--- src/rtl/fv_sb_pkg.sv ---
// Shared definitions for the stream monitor and the in-order scoreboard:
// error-bit positions, handshake FSM states and counter width helper.
package fv_sb_pkg;

  // Positions of the sticky error flags in err
  localparam int ERR_IN_DROP    = 0;
  localparam int ERR_IN_DATA    = 1;
  localparam int ERR_OUT_DROP   = 2;
  localparam int ERR_OUT_DATA   = 3;
  localparam int ERR_UNDERFLOW  = 4;
  localparam int ERR_OVERFLOW   = 5;
  localparam int ERR_IN_STALL   = 6;
  localparam int ERR_OUT_STALL  = 7;
  localparam int ERR_W          = 8;

  // Per-side handshake state: IDLE = no pending offer, WAIT = valid seen without ready
  typedef enum logic {
    IDLE = 1'b0,
    WAIT = 1'b1
  } hs_state_e;

  // Width of a counter that must hold the value max inclusive
  function automatic int cnt_w(input int max);
    return $clog2(max) + 1;
  endfunction

endpackage

--- src/rtl/fv_vr_side_checker.sv ---
// Valid/ready protocol checker for one stream side. Tracks a pending offer,
// its held data and the length of the current stall. Error outputs are
// single-cycle flags describing the current cycle; the top makes them sticky.
module fv_vr_side_checker
  import fv_sb_pkg::*;
#(
  parameter int DWIDTH    = 4,
  parameter int MAX_STALL = 8
) (
  input  logic              clk,
  input  logic              rstn,
  input  logic              valid,
  input  logic              ready,
  input  logic [DWIDTH-1:0] data,
  output logic              fire,
  output logic              drop_err,
  output logic              data_err,
  output logic              stall_err
);

  localparam int             SW        = cnt_w(MAX_STALL + 1);
  localparam logic [SW-1:0]  STALL_SAT = SW'(MAX_STALL + 1);
  localparam logic [SW-1:0]  STALL_LIM = SW'(MAX_STALL);

  hs_state_e         state_q;
  logic [DWIDTH-1:0] held_q;
  logic [SW-1:0]     cnt_q;

  // Handshake FSM: capture the offer on the first unaccepted cycle, count the stall
  always_ff @(posedge clk or negedge rstn) begin
    if (!rstn) begin
      state_q <= IDLE;
      held_q  <= '0;
      cnt_q   <= '0;
    end else begin
      case (state_q)
        IDLE: begin
          if (valid && !ready) begin
            state_q <= WAIT;
            held_q  <= data;
            cnt_q   <= SW'(1);
          end
        end
        WAIT: begin
          if (!valid || ready) begin
            // Either the offer was withdrawn (flagged below) or it was accepted
            state_q <= IDLE;
            cnt_q   <= '0;
          end else if (cnt_q != STALL_SAT) begin
            cnt_q <= cnt_q + SW'(1);
          end
        end
        default: begin
          state_q <= IDLE;
          cnt_q   <= '0;
        end
      endcase
    end
  end

  // Violation decode for this cycle; the held copy keeps the original offer so
  // a changed payload stays visible for as long as it differs.
  always_comb begin
    fire      = valid && ready;
    drop_err  = (state_q == WAIT) && !valid;
    data_err  = (state_q == WAIT) && valid && (data != held_q);
    // Flag the cycle whose not-ready takes the stall count to MAX_STALL+1
    if (valid && !ready) begin
      if (state_q == WAIT) begin
        stall_err = (cnt_q >= STALL_LIM);
      end else begin
        stall_err = (MAX_STALL == 0);
      end
    end else begin
      stall_err = 1'b0;
    end
  end

endmodule

--- src/rtl/fv_vr_stream_monitor.sv ---
// Stream monitor feeding the in-order scoreboard. Turns completed handshakes
// on the DUT input/output streams into registered push/pop strobes, counts
// transactions in flight and collects sticky protocol error flags.
module fv_vr_stream_monitor
  import fv_sb_pkg::*;
#(
  parameter int DWIDTH    = 4,
  parameter int MAX_TRANS = 16,
  parameter int MAX_STALL = 8,
  parameter int IN_IS_ENV = 1
) (
  input  logic                          clk,
  input  logic                          rstn,
  input  logic                          in_valid,
  input  logic                          in_ready,
  input  logic [DWIDTH-1:0]             in_data,
  input  logic                          out_valid,
  input  logic                          out_ready,
  input  logic [DWIDTH-1:0]             out_data,
  output logic                          push_valid,
  output logic [DWIDTH-1:0]             push_data,
  output logic                          pop_valid,
  output logic [DWIDTH-1:0]             pop_data,
  output logic [cnt_w(MAX_TRANS)-1:0]   outstanding,
  output logic [ERR_W-1:0]              err
);

  localparam int            OW      = cnt_w(MAX_TRANS);
  localparam logic [OW-1:0] OUT_MAX = OW'(MAX_TRANS);

  logic in_fire, in_drop, in_data_err, in_stall;
  logic out_fire, out_drop, out_data_err, out_stall;

  fv_vr_side_checker #(
    .DWIDTH    (DWIDTH),
    .MAX_STALL (MAX_STALL)
  ) u_in_side (
    .clk       (clk),
    .rstn      (rstn),
    .valid     (in_valid),
    .ready     (in_ready),
    .data      (in_data),
    .fire      (in_fire),
    .drop_err  (in_drop),
    .data_err  (in_data_err),
    .stall_err (in_stall)
  );

  fv_vr_side_checker #(
    .DWIDTH    (DWIDTH),
    .MAX_STALL (MAX_STALL)
  ) u_out_side (
    .clk       (clk),
    .rstn      (rstn),
    .valid     (out_valid),
    .ready     (out_ready),
    .data      (out_data),
    .fire      (out_fire),
    .drop_err  (out_drop),
    .data_err  (out_data_err),
    .stall_err (out_stall)
  );

  logic              push_valid_q, pop_valid_q;
  logic [DWIDTH-1:0] push_data_q, pop_data_q;
  logic [OW-1:0]     outstanding_q, outstanding_d;
  logic [ERR_W-1:0]  err_q, err_d;
  logic              underflow, overflow;

  // Both strobes share one register stage so push/pop keep their relative order
  always_ff @(posedge clk or negedge rstn) begin
    if (!rstn) begin
      push_valid_q <= 1'b0;
      push_data_q  <= '0;
      pop_valid_q  <= 1'b0;
      pop_data_q   <= '0;
    end else begin
      push_valid_q <= in_fire;
      push_data_q  <= in_data;
      pop_valid_q  <= out_fire;
      pop_data_q   <= out_data;
    end
  end

  // In-flight count; a simultaneous push and pop cancel, out-of-range steps clamp
  always_comb begin
    outstanding_d = outstanding_q;
    underflow     = 1'b0;
    overflow      = 1'b0;
    if (in_fire && !out_fire) begin
      if (outstanding_q == OUT_MAX) begin
        overflow = 1'b1;
      end else begin
        outstanding_d = outstanding_q + OW'(1);
      end
    end else if (out_fire && !in_fire) begin
      if (outstanding_q == '0) begin
        underflow = 1'b1;
      end else begin
        outstanding_d = outstanding_q - OW'(1);
      end
    end
  end

  // Sticky error accumulation: this cycle's violations OR'd into the flags
  always_comb begin
    err_d                = err_q;
    err_d[ERR_IN_DROP]   = err_q[ERR_IN_DROP]   | in_drop;
    err_d[ERR_IN_DATA]   = err_q[ERR_IN_DATA]   | in_data_err;
    err_d[ERR_OUT_DROP]  = err_q[ERR_OUT_DROP]  | out_drop;
    err_d[ERR_OUT_DATA]  = err_q[ERR_OUT_DATA]  | out_data_err;
    err_d[ERR_UNDERFLOW] = err_q[ERR_UNDERFLOW] | underflow;
    err_d[ERR_OVERFLOW]  = err_q[ERR_OVERFLOW]  | overflow;
    err_d[ERR_IN_STALL]  = err_q[ERR_IN_STALL]  | in_stall;
    err_d[ERR_OUT_STALL] = err_q[ERR_OUT_STALL] | out_stall;
  end

  // Counter and error flag registers
  always_ff @(posedge clk or negedge rstn) begin
    if (!rstn) begin
      outstanding_q <= '0;
      err_q         <= '0;
    end else begin
      outstanding_q <= outstanding_d;
      err_q         <= err_d;
    end
  end

  assign push_valid  = push_valid_q;
  assign push_data   = push_data_q;
  assign pop_valid   = pop_valid_q;
  assign pop_data    = pop_data_q;
  assign outstanding = outstanding_q;
  assign err         = err_q;

  // Input-side rules constrain the environment when it drives the DUT input,
  // otherwise they are obligations on the upstream block.
  generate
    if (IN_IS_ENV != 0) begin : g_in_env
`ifdef FORMAL
      asm_in_drop:  assume property (@(posedge clk) disable iff (!rstn) !err[ERR_IN_DROP]);
      asm_in_data:  assume property (@(posedge clk) disable iff (!rstn) !err[ERR_IN_DATA]);
      asm_in_stall: assume property (@(posedge clk) disable iff (!rstn) !err[ERR_IN_STALL]);
`endif
    end else begin : g_in_dut
`ifdef FORMAL
      ast_in_drop:  assert property (@(posedge clk) disable iff (!rstn) !err[ERR_IN_DROP]);
      ast_in_data:  assert property (@(posedge clk) disable iff (!rstn) !err[ERR_IN_DATA]);
      ast_in_stall: assert property (@(posedge clk) disable iff (!rstn) !err[ERR_IN_STALL]);
`endif
    end
  endgenerate

`ifdef FORMAL
  ast_out_proto:  assert property (@(posedge clk) disable iff (!rstn)
                    err[ERR_OUT_DATA:ERR_OUT_DROP] == 2'b00);
  ast_count:      assert property (@(posedge clk) disable iff (!rstn)
                    err[ERR_OVERFLOW:ERR_UNDERFLOW] == 2'b00);
  ast_out_stall:  assert property (@(posedge clk) disable iff (!rstn) !err[ERR_OUT_STALL]);
  cov_full:       cover property (@(posedge clk) disable iff (!rstn) outstanding == OUT_MAX);
  cov_both_wait:  cover property (@(posedge clk) disable iff (!rstn)
                    (u_in_side.state_q == WAIT) && (u_out_side.state_q == WAIT));
`endif

endmodule

--- config.mk ---
export PLATFORM = sky130hd
export DESIGN_NAME = fv_vr_stream_monitor
export DESIGN_NICKNAME = d
export VERILOG_FILES = /design/src/rtl/fv_sb_pkg.sv /design/src/rtl/fv_vr_side_checker.sv /design/src/rtl/fv_vr_stream_monitor.sv
export SDC_FILE = /design/constraint.sdc
export NUM_CORES = 1
export LEC_CHECK = 0
export ABC_AREA = 1
export BUFFER_PORTS_ARGS = -buffer_cell sky130_fd_sc_hd__buf_4
export CORE_MARGIN = 2
export CORE_UTILIZATION = 58
export CTS_BUF_LIST = sky130_fd_sc_hd__clkbuf_4 sky130_fd_sc_hd__clkbuf_8
export CTS_CLUSTER_DIAMETER = 50
export DETAILED_ROUTE_END_ITERATION = 16
export PLACE_DENSITY = 0.82
export SYNTH_ARGS = -nofsm -noshare
export SYNTH_HDL_FRONTEND = slang
export SYNTH_SLANG_ARGS = --single-unit
--- constraint.sdc ---
create_clock -name clk -period 1.75 [get_ports clk]
set_clock_uncertainty 0.1 [all_clocks]
set_input_delay 0.0875 -clock clk [delete_from_list [all_inputs] [get_ports clk]]
set_output_delay 0.0875 -clock clk [all_outputs]
set_load 0.01 [all_outputs]
# Word level (Yosys, flattened, before mapping)
# Index checks and enable logic that the tools add are counted.
[word_totals] word_cells=93 in_bits=14 ff_bits=43 output_inout_bits=23
[classes] bitwise=10 reduce_logical=27 muxes=27 magnitude_cmp=2 eq_ne=11 addsub=4
[ops] cell="2-to-1 mux 5 bit" count=10
[ops] cell="one-hot mux 5 bit (2 select lines)" count=2
[ops] cell="adder 5 x 1 -> 5 bit (second input constant)" count=3
[ops] cell="2-to-1 mux 1 bit" count=13
[ops] cell="logical AND 1 bit" count=12
[ops] cell=">= comparator 5 x 4 -> 1 bit (second input constant)" count=2
[ops] cell="inequality test 5 x 4 -> 1 bit (second input constant)" count=2
[ops] cell="inequality test 4 bit" count=2
[ops] cell="bitwise OR 1 bit" count=8
[ops] cell="AND reduction 2 bit" count=4
[ops] cell="logical NOT 1 bit" count=6
[ops] cell="inequality test 3 bit (second input constant)" count=2
[ops] cell="equality test 5 bit (second input constant)" count=1
[ops] cell="logical NOT 5 bit" count=1
[ops] cell="subtractor 5 x 1 -> 5 bit (second input constant)" count=1
[ops] cell="inequality test 2 x 1 -> 1 bit (second input constant)" count=2
[ops] cell="inequality test 2 bit (second input constant)" count=2
[ops] cell="one-hot mux 1 bit (2 select lines)" count=2
[ops] cell="AND reduction 3 bit" count=1
[ops] cell="logical OR 1 bit" count=2
[ops] cell="NOT 1 bit" count=2
[ops] cell="nonzero test 2 bit" count=1

# Depth between registers and ports, before layout
[depth] word_depth=6 ltp_mapped=13

# By module
# Synthesis repeated with hierarchy kept, for this count alone.
[unflattened] hier_cells=275 hier_area_um2=2288.4
[modules_own_cells] module="fv_vr_side_checker" seq_area_each_um2=250.2 n_inst=2 area_each_um2=650.6 cells_per_inst=93
[modules_own_cells] module="fv_vr_stream_monitor" seq_area_each_um2=575.6 n_inst=1 area_each_um2=987.2 cells_per_inst=89

# Worst setup path after synthesis
# Ideal clock, no wire load.
[synth_path] path_type="input to register" startpoint="input in_ready" endpoint="register outstanding_q[4] (netlist: outstanding[4])" t_arrival_ns=1.336 setup_ns=0.117 cell_stages=12 path_buffers=1 setup_slack_ns=0.197 path_cell_list="nand2_1 > inv_1 > ha_1 > buf_4 > xnor2_1 > ha_1 > o21bai_1 > nand3_1 > nand2_1 > nand2_1 > nand3_1 > nand2_1"
[synth_via] elab_chain_cells=5 elab_cells_between_ends=9 classes_between="eq/ne (2); mux (1); reduce/logical (6)"
[synth_lines] element="from (decl)" line="fv_vr_stream_monitor.sv:15" source="input logic in_ready,"
[synth_lines] element="logical AND 1 bit *" line="fv_vr_side_checker.sv:64" source="fire = valid && ready;"
[synth_lines] element="net in_fire" line="fv_vr_stream_monitor.sv:31" source="logic in_fire, in_drop, in_data_err, in_stall;"
[synth_lines] element="logical NOT 1 bit" line="fv_vr_stream_monitor.sv:96" source="end else if (out_fire && !in_fire) begin"
[synth_lines] element="logical AND 1 bit" line="fv_vr_stream_monitor.sv:96"
[synth_lines] element="nonzero test 2 bit (no line)"
[synth_lines] element="AND reduction 3 bit (no line)"
[synth_lines] element="to (signal assigned)" line="fv_vr_stream_monitor.sv:124" source="outstanding_q <= outstanding_d;"
[synth_lines] element="to (decl)" line="fv_vr_stream_monitor.sv:66" source="logic [OW-1:0] outstanding_q, outstanding_d;"
# The timed path passes the listed nets; every way through them passes the cells marked *.
# A chain may end at the register's enable or synchronous reset.

# Final worst setup path
[layout_path] startpoint="register u_in_side.cnt_q[1]" endpoint="register u_in_side.cnt_q[3]"
[layout_via] elab_chain_cells=4 elab_cells_between_ends=7 classes_between="add/sub (1); eq/ne (2); mux (3); reduce/logical (1)"
[layout_lines] element="from (decl)" line="fv_vr_side_checker.sv:27" source="logic [SW-1:0] cnt_q;"
[layout_lines] element="from (signal assigned)" line="fv_vr_side_checker.sv:50" source="cnt_q <= cnt_q + SW'(1);"
[layout_lines] element="adder 5 x 1 -> 5 bit" line="fv_vr_side_checker.sv:50"
[layout_lines] element="2-to-1 mux 5 bit" line="fv_vr_side_checker.sv:49" source="end else if (cnt_q != STALL_SAT) begin"
[layout_lines] element="2-to-1 mux 5 bit" line="fv_vr_side_checker.sv:45" source="if (!valid || ready) begin"
[layout_lines] element="one-hot mux 5 bit (2 select lines)" line="fv_vr_side_checker.sv:36" source="case (state_q)"
# Several ways; a longest one is shown, not always the timed one. The select of a mux whose other input is x is not followed.

==> flow_summary.yaml <==
final_layout:
  num_antenna_cells: 0
  drive_above_1_share_pct: 25.2
  finish.instance_area_um2: 2740
  finalCoreUtilization_pct: 76.0
  syn2layout_area_growth_pct: 28.2
  fin_nets: 317
  final_cell_mix: "60 x nand2_1, 43 x dfrtp_1, 37 x buf_4"
  layout_commonest_cell: "nand2_1"
  stdcell_count: 342
status:
  outcome: "finished clean"
clock_tree:
  clock-sinks: 43
  ctsResizeCount: 0
  clk-insertion-delay-late_ns: 0.31
  clockBufferDepth: 2
  cts_setup_buffers: 0
  cts_buffers: 5
  cts-root-buf: "clkbuf_8"
  htree_levels: 2
  cts_tree: "done"
  clkTransAtPathRegs_ns: 0.09
  cts_hold_buf: 16
pwr:
  leakage_nw: 1.35
  ir_drop_mv: 0.727
  p_per_area_nw_per_um2: 1080
sta:
  layout_min_cycle_time_ns: 1.59
  report.final.setup_viol: 0
  fmax_mhz: 631
  post-route-period-util_pct: 90.6
  slew_headroom_pct: 64.5
  report.final.slew_viol_count: 0
  rsz0062_at_grt: "no"
  finalHoldViolations: 0
  worst_pin_slew_ns: 0.533
  hold_ws_ns: 0.00790
  finalSetupTns_ns: 0
drt:
  avgRoutedWirePerCell_um: 13.0
  via_per_inst: 5.12
  drtIter0Drc: 112
  ant_nets: 0
  detail_route.wirelength_um: 4450
  first_pass_iters: 4
  drc: 0
  num_vias: 1750
worst_setup_path:
  reg2reg_to: "u_in_side.cnt_q[3]"
  rr_startpoint: "u_in_side.cnt_q[1]"
  worstSetupPathType: "flip-flop to flip-flop"
  critPathRequiredTime_ns: 1.86
  crit_start: "u_in_side.cnt_q[1]"
  cp.arrival_ns: 1.70
  endpoint_kind: "flip-flop"
  crit_path_start_kind: "flip-flop"
  crit_fanout: 5
  reg2reg_depth: 9
  ff2ff_setup_slack_ns: 0.16
  crit_end: "u_in_side.cnt_q[3]"
grt:
  grt_pass1_vias: 1802
  grt_usage_pct: 24.3
  grt_max_degree: 44
  grt_util_met3_pct: 6.25
  antenna_found_initial: 0
  gr-total-overflow: 0
  grtUsageMet1_pct: 29.1
  grtUsageMet2_pct: 42.1
  grt_pass1_wl_um: 7730
  busiest_layer: "met2"
floorplanning:
  die_w_um: 64.7
  core.rowCount: 22
  start_util_pct: 59.3
  core_area_um2: 3610
  die-area_um2: 4190
  dieHeight_um: 64.7
  ios: 37
min_path:
  min_path_type: "input pin to flip-flop"
  min_from: "out_ready"
yosys:
  synth_nets: 258
  synth.distinct_cells: 24
  yosys_warnings: 0
  synthesis.instances: 234
  ys_seq_area_share_pct: 50.3
  synth_area_um2: 2140
  avgSynthCellArea_um2: 9.14
  ys_seq_elements: 43
placed_design:
  portBuffers: 36
  dpl_cell_area_um2: 2470
  placed_cells: 318
  globalplace.congestion: 0.851
  post-dp-hpwl_um: 3130
job:
  drv_cap: 0
[sequential cells by signal, summed over array words and instances (netlist names)]
register,cells
err,8
outstanding,5
pop_data,4
pop_valid,1
push_data,4
push_valid,1
u_in_side.cnt_q,5
u_in_side.held_q,4
u_in_side.state_q,1
u_out_side.cnt_q,5
u_out_side.held_q,4
u_out_side.state_q,1
[worst max-delay path, stage by stage, from the launching register on]
cell     delay [ns]
dfrtp_1        0.45
inv_1          0.11
ha_1           0.14
nand3_1        0.07
nor2_1         0.18
nand2_2        0.13
nand2_4        0.09
nand2_4        0.08
nand2_1        0.08
o21ai_2        0.05
[worst min-delay path by stage]
| stage | endpoint | slack [ns] | cells after the start |
|---|---|---|---|
| final | pop_valid | 0.008 | 3 |
| after global routing | pop_valid | 0.03 | 3 |
| after CTS | pop_valid | 0.003 | 3 |
| after detailed placement | pop_data[2] | 0.006 | 1 |
| after global placement | pop_data[2] | 0.005 | 1 |
| after floorplan | err[0] | -0.31 | 0 |
[where the power goes]
| group | internal [W] | total, W | switching, W | leakage [nW] |
|---|---|---|---|---|
| combinational | 0.000428 | 0.000889 | 0.000461 | 0.775 |
| clock | 0.000425 | 0.000779 | 0.000354 | 0.0581 |
| sequential | 0.00113 | 0.00130 | 0.000164 | 0.522 |
| total | 0.00199 | 0.00296 | 0.000979 | 1.35 |
[stage by stage]
step / total power, W / setup WS, ns
finish: 0.00296 / 0.164
global route: 0.00315 / 0.0807
global placement: 0.00215 / 0.0469
CTS: 0.00298 / 0.204
detailed placement: 0.00217 / -0.0459
floorplan: 0.00184 / 0.197
[layer usage]
metal | share of wire, % | vias to the layer above | wire length, um
met4 | 1.3 | 0 | 60
li1 | - | 864 | -
met1 | 44 | 847 | 1950
met2 | 51 | 33 | 2280
met5 | 0 | - | 0
met3 | 3.5 | 6 | 158
[cell type report]
cell class              count  area [um2]
flip-flops and latches     43        1080
clock inverters             3        43.8
well taps                  48        60.1
multi-input cells         157         928
repair buffers             53         438
fillers                   269         865
clock buffers               5        68.8
inverters                  33         126
[cells in the mapped netlist, drive strengths merged]
library cell  instances  area, um2
a21oi                 1       8.76
a31o                  2       17.5
buf                   1       7.51
dfrtp                43       1080
ha                   10        125
inv                  33        126
nand2                64        260
nand3                20        100
nand4                 9       56.3
nor2                 17        101
o21ai                15       90.1
o21bai                6       48.8
o31ai                 1       7.51
xnor2                11        104
xor2                  1       8.76
[logic make-up (layout without fill, tap and decap cells)]
group / count (synthesis) / count (layout) / share of synthesized area (%)
buffers and inverters: 34 / 94 / 6.26
adder cells (fa/ha/maj): 10 / 10 / 5.85
XOR/XNOR: 12 / 12 / 5.27
AO/OA/AOI/OAI: 25 / 25 / 8.08
AND/OR/NAND/NOR: 110 / 110 / 24.2
flip-flops: 43 / 43 / 50.3
Note: power is estimated with default switching activity, not from simulation.
